## config.mk

```make
export PLATFORM = sky130hd
export DESIGN_NAME = shift_right_iter
export DESIGN_NICKNAME = d
export VERILOG_FILES = /design/src/rtl/shift_right_iter.sv
export SDC_FILE = /design/constraint.sdc
export NUM_CORES = 1
export LEC_CHECK = 0
export ABC_AREA = 1
export CAP_MARGIN = 20
export CORE_MARGIN = 3
export CORE_UTILIZATION = 45
export DETAILED_ROUTE_END_ITERATION = 8
export HOLD_SLACK_MARGIN = 0.05
export PLACE_DENSITY = 0.71
export SLEW_MARGIN = 0
export SYNTH_ARGS = -nofsm -noshare
export SYNTH_HDL_FRONTEND = slang
export SYNTH_SLANG_ARGS = --single-unit
export TNS_END_PERCENT = 10
```

## constraint.sdc

```tcl
create_clock -name clk -period 3.6 [get_ports clk]
set_input_delay 0.72 -clock clk [delete_from_list [all_inputs] [get_ports clk]]
set_output_delay 0.72 -clock clk [all_outputs]
set_load 0.05 [all_outputs]
```

## src/rtl/shift_right_iter.sv

```systemverilog
// Iterative 16-bit right shifter/rotator (SRL, SRA, ROR) with start/done handshake.
// Retires up to 4 bit positions per cycle; latency 1 to 7 cycles after start.
module shift_right_iter (
    input  logic        clk,
    input  logic        rst,
    input  logic        start,
    input  logic [15:0] Ain,
    input  logic [4:0]  shamt,
    input  logic [1:0]  mode,
    output logic        busy,
    output logic        done,
    output logic [15:0] Aout
);

    localparam logic [1:0] MODE_SRA = 2'b01;
    localparam logic [1:0] MODE_ROR = 2'b10;

    typedef enum logic [1:0] {IDLE, SHIFT, DONE} state_t;

    state_t      state;
    logic [15:0] work;
    logic [4:0]  cnt;
    logic [1:0]  mode_r;

    logic [4:0]  cnt_in;
    logic        step4;
    logic [3:0]  fill4;
    logic        fill1;
    logic [15:0] work_nx;
    logic [4:0]  cnt_nx;

    // Shifts clamp at 16 (everything shifted out); rotates wrap modulo 16.
    always_comb begin
        cnt_in = {1'b0, shamt[3:0]};
        if (mode != MODE_ROR && shamt[4])
            cnt_in = 5'd16;
    end

    always_comb begin
        fill4 = 4'b0000;
        fill1 = 1'b0;
        if (mode_r == MODE_ROR) begin
            fill4 = work[3:0];
            fill1 = work[0];
        end else if (mode_r == MODE_SRA) begin
            fill4 = {4{work[15]}};
            fill1 = work[15];
        end
    end

    always_comb begin
        step4   = (cnt >= 5'd4);
        work_nx = {fill1, work[15:1]};
        cnt_nx  = cnt - 5'd1;
        if (step4) begin
            work_nx = {fill4, work[15:4]};
            cnt_nx  = cnt - 5'd4;
        end
    end

    // Aout is loaded on the edge that enters DONE, so it is valid while done is high.
    always_ff @(posedge clk or posedge rst) begin
        if (rst) begin
            state  <= IDLE;
            work   <= 16'h0000;
            cnt    <= 5'd0;
            mode_r <= 2'b00;
            Aout   <= 16'h0000;
        end else begin
            case (state)
                IDLE: begin
                    if (start) begin
                        work   <= Ain;
                        cnt    <= cnt_in;
                        mode_r <= mode;
                        if (cnt_in == 5'd0) begin
                            Aout  <= Ain;
                            state <= DONE;
                        end else begin
                            state <= SHIFT;
                        end
                    end
                end
                SHIFT: begin
                    work <= work_nx;
                    cnt  <= cnt_nx;
                    if (cnt_nx == 5'd0) begin
                        Aout  <= work_nx;
                        state <= DONE;
                    end
                end
                DONE: begin
                    state <= IDLE;
                end
                default: begin
                    state <= IDLE;
                end
            endcase
        end
    end

    assign busy = (state != IDLE);
    assign done = (state == DONE);

endmodule

```

# [Word level (Yosys, flattened, before mapping)]
# Index checks and enable logic that the tools add are counted.
# W data, S select, Z words.
[op_classes] muxes=19 eq_ne=8 magnitude_cmp=1 n_reduce_logical=10 n_addsub=2
[op_table] op="$mux W16" count=5
[op_table] op="$pmux W16 S2" count=2
[op_table] op="$mux W5" count=3
[op_table] op="$logic_not A5 Y1" count=2
[op_table] op="$pmux W5 S2" count=1
[op_table] op="$mux W4" count=2
[op_table] op="$ne A2 B2 Y1 const B" count=4
[op_table] op="$mux W2" count=3
[op_table] op="$reduce_and A2 Y1" count=3
[op_table] op="$ge A5 B3 Y1 const B" count=1
[op_table] op="$sub A5 B1 Y5 const B" count=1
[op_table] op="$sub A5 B3 Y5 const B" count=1
[op_table] op="$eq A2 B1 Y1 const B" count=2
[op_table] op="$eq A2 B2 Y1 const B" count=2
[op_table] op="$pmux W2 S2" count=1
[op_table] op="$reduce_and A4 Y1" count=1
[op_table] op="$reduce_bool A2 Y1" count=2
[op_table] op="$logic_not A2 Y1" count=1
[op_table] op="$mux W1" count=2
[op_table] op="$logic_and A1 B1 Y1" count=1
[word_totals] out_inout_bits=18 input_bits=26 ff_bits=41 wordCells=45

# [Longest topological paths before layout]
[logic_depth] word_depth=7 ltp_mapped=14 mapped_depth_nobuf=13

# [Least setup slack after synthesis]
# Ideal clock, no wire load.
[synth_timing] kind="register to register" from="reg cnt[3]" to="reg Aout[0]" setup_time_ns=0.119 setup_slack_ns=1.778 t_required_ns=3.481 stages_incl_launch_ff=15 period_less_slack_ns=1.822 arrival_time_ns=1.703 path_buffers=2 path_cell_list="dfrtp_1 inv_1 ha_1 nand2_1 nand3_2 buf_6 nand2_2 nand2_1 nor2_2 nand2_2 nand2_4 nand2_4 buf_6 nand2_1 nand2_1"
[synth_via] elab_chain_len=5 elab_cells_between_ends=10 cone_classes="add/sub (2); order compare (1); eq/ne (1); mux (4); reduce/logical (2)"
[synth_rtl] element="from (decl)" line="22" text="logic [4:0] cnt;"
[synth_rtl] element="from (signal assigned)" line="74" text="cnt <= cnt_in;"
[synth_rtl] element="from (signal assigned)" line="86" text="cnt <= cnt_nx;"
[synth_rtl] element="$sub A5 B1 Y5, or another cell as far along" line="54" text="cnt_nx = cnt - 5'd1;"
[synth_rtl] element="$mux W5" line="55" text="if (step4) begin"
[synth_rtl] element="$logic_not A5 Y1" line="87" text="if (cnt_nx == 5'd0) begin"
[synth_rtl] element="$ne A2 B2 Y1 (no source line)"
[synth_rtl] element="$reduce_and A4 Y1 (no source line)"
[synth_rtl] element="to (signal assigned)" line="77" text="Aout <= Ain;"
[synth_rtl] element="to (signal assigned)" line="88" text="Aout <= work_nx;"
[synth_rtl] element="to (decl)" line="12" text="output logic [15:0] Aout"
# Several ways; a longest one is shown, not always the timed one. The select of a mux whose other input is x is not followed.
# A chain may end at the register's enable or synchronous reset.

# [Worst setup path in the final report]
[layout_timing] from="reg cnt[3]" to="reg Aout[12]"
# Same word-level chain as after synthesis.

==> impl_metrics.env <==
export IMPL_slew_headroom=0.437
export IMPL_vias_per_cell=5.07
export IMPL_drc_errors=0
export IMPL_avgRoutedWirePerCell_um=13.1
export IMPL_post_route_period_util=0.688
export IMPL_fp_row_count=25
export IMPL_max_stage_delay_ps=400
export IMPL_syn_inst=308
export IMPL_cpMostUsedCell="nand2_1"
export IMPL_grt_pass1_vias=1978
export IMPL_h_tree_depth=2
export IMPL_cp_required_ps=3830
export IMPL_holdPathEnd="Aout[11]"
export IMPL_chipWidth_um=76.9
export IMPL_hold_start="Aout[11]"
export IMPL_clk_latency_ps=300
export IMPL_rrSetupSlack_ps=1120
export IMPL_cts_resized=0
export IMPL_crit_arrival_ps=2710
export IMPL_area_delta_synth_final_pct=25.4
export IMPL_fmax_mhz=404
export IMPL_die_h_um=76.9
export IMPL_drive_gt1_frac=0.0805
export IMPL_slowest_stage="inv_2"
export IMPL_cp_end_kind="flop"
export IMPL_r2r_cells=13
export IMPL_cp_cell_sequence="inv_1 > ha_1 > nand2_1 > nand3_2 > inv_2 > nand2_1 > nand2_1 > nor2_2 > nand2_2 > nand2_4 > nand2_4 > nand2_1 > nand2_1"
export IMPL_cp_startpoint="cnt[3]"
export IMPL_die_area_mm2=0.00592
export IMPL_grt_first_pass_wirelength_mm=9.49
export IMPL_pin_count=44
export IMPL_clockRootBuffer="clkbuf_8"
export IMPL_track_usage=0.200
export IMPL_clock_sinks=41
export IMPL_syn_nets=338
export IMPL_post_dp_hpwl_mm=3.92
export IMPL_path_clk_slew_ps=80
export IMPL_finalClockSkew_ps=5.63
export IMPL_cts_inserted_buffers=5
export IMPL_antenna_found_initial=0
export IMPL_cts_setup_buffers=0
export IMPL_start_util=0.473
export IMPL_fillers=448
export IMPL_cp_max_fo=21
export IMPL_worstHoldPathType="reg2reg"
export IMPL_vias=2103
export IMPL_syn_area_mm2=0.00226
export IMPL_yosysWarnings=0
export IMPL_syn_avg_cell_area_um2=7.35
export IMPL_nets=377
export IMPL_overflow=0
export IMPL_hold_violations=0
export IMPL_drt_wl_total_mm=5.45
export IMPL_maxSlewViolCount=0
export IMPL_fin_crit_ps=2480
export IMPL_tritoncts="yes"
export IMPL_ys_types=26
export IMPL_critPathKind="reg2reg"
export IMPL_seq_area_frac_synth=0.453
export IMPL_ys_ff_latch=41
export IMPL_drt_iter0_drc=166
export IMPL_cts_hold_buf=0
export IMPL_place_congestion=0.864
export IMPL_clockBufferDepth=2
export IMPL_n_antenna_cell=0
export IMPL_dr_pass1_iters=5
export IMPL_port_buffers=43
export IMPL_grt_max_degree=24
export IMPL_antenna_left=0
export IMPL_regToRegStartpoint="cnt[3]"
export IMPL_tightest_slew_ps=843
export IMPL_cp_start_kind="flop"
export IMPL_rsz0062_at_grt="false"
export IMPL_maxCapViolCount=0
export IMPL_core_area_mm2=0.00479
export IMPL_hold_depth=2
export IMPL_status="completed"
export IMPL_regToRegEndpoint="Aout[12]"
export IMPL_finalSetupViolations=0
export IMPL_fin_setup_tns_ps=0
[state kept, by name, indices dropped and copies added, names as in the netlist]
signal	flops
Aout	16
work	16
mode_r	2
cnt	5
state	2
[through the flow]
stage | setup WS [ps] | util | cells | cell area, µm² | hold slack (ps)
global route | 855 | 0.593 | 415 | 2840 | 501
detailed placement | 984 | 0.568 | 407 | 2720 | 459
CTS | 1130 | 0.593 | 415 | 2840 | 478
finish | 1120 | 0.593 | 415 | 2840 | 475
global placement | 1080 | 0.568 | 407 | 2720 | 457
floorplan | 1780 | - | 308 | 2260 | 466
[worst max path at each step]
stage                     endpoint  slack [ps]
after detailed placement  Aout[12]         980
after CTS                 Aout[12]        1130
final                     Aout[12]        1120
after global placement     Aout[9]        1080
after floorplan            Aout[0]        1780
after global routing      Aout[12]         860
[kinds of logic (layout without fill, tap and decap cells)]
kind of cell    after synthesis  after routing  synth area share
flops                        41             41             0.453
fa+ha+maj                     4              4            0.0221
simple gates                169            169             0.313
xor+xnor                      1              1           0.00387
compound gates               53             53             0.129
buf+inv                      40             80            0.0790
[per-layer routing]
metal | up-vias | part of all wire | track usage
met3 | 7 | 0.064 | 0.0387
li1 | 1067 | - | -
met1 | 959 | 0.49 | 0.291
met5 | - | 0 | 0
met2 | 70 | 0.44 | 0.293
met4 | 0 | 0.014 | 0.0743
[synth_stat cells, drive strengths merged]
cell    instances  area [µm²]
xor2            1        8.76
nand2         118         465
ha              4        50.1
a22oi           3        22.5
o221ai          1        8.76
nand4           3        18.8
inv            26        97.6
buf             9        62.6
nor4            1        6.26
o21ai          19        95.1
clkbuf          5        18.8
o22ai           1        6.26
nor2           26         108
dfrtp          41        1030
nand3          21         110
a21oi          26         141
a31oi           3        18.8
[cell usage in the layout (no fill, tap or decap), types with 4 or more instances in the layout]
master           netlist  routed
a21oi_1               25      25
nor2_1                22      22
clkbuf_8               0       6
ha_1                   4       4
nor2_2                 4       4
dfrtp_1               41      41
o21ai_0               18      18
inv_1                 20      20
inv_2                  6       6
nand2_1              113     113
nand3_1               20      20
clkdlybuf4s50_1        0      43
[final cells by class]
type	instances	area, µm²	area share
multi-input combinational	227	1060	0.373
sequential	41	1030	0.361
timing repair buffer	46	453	0.159
inverter	26	97.6	0.0344
tap	67	83.8	0.0295
clock buffer	6	82.6	0.0291
clock inverter	2	37.5	0.0132
[critical path: cells and delay by family, from the launching register on]
kind / cells / cell delay, ps
buf+inv: 2 / 500
flops: 1 / 390
fa+ha+maj: 1 / 190
simple gates: 10 / 1320
Power is not shown: default switching activity piles up to over one toggle a cycle in this logic, so the estimate is an artifact.
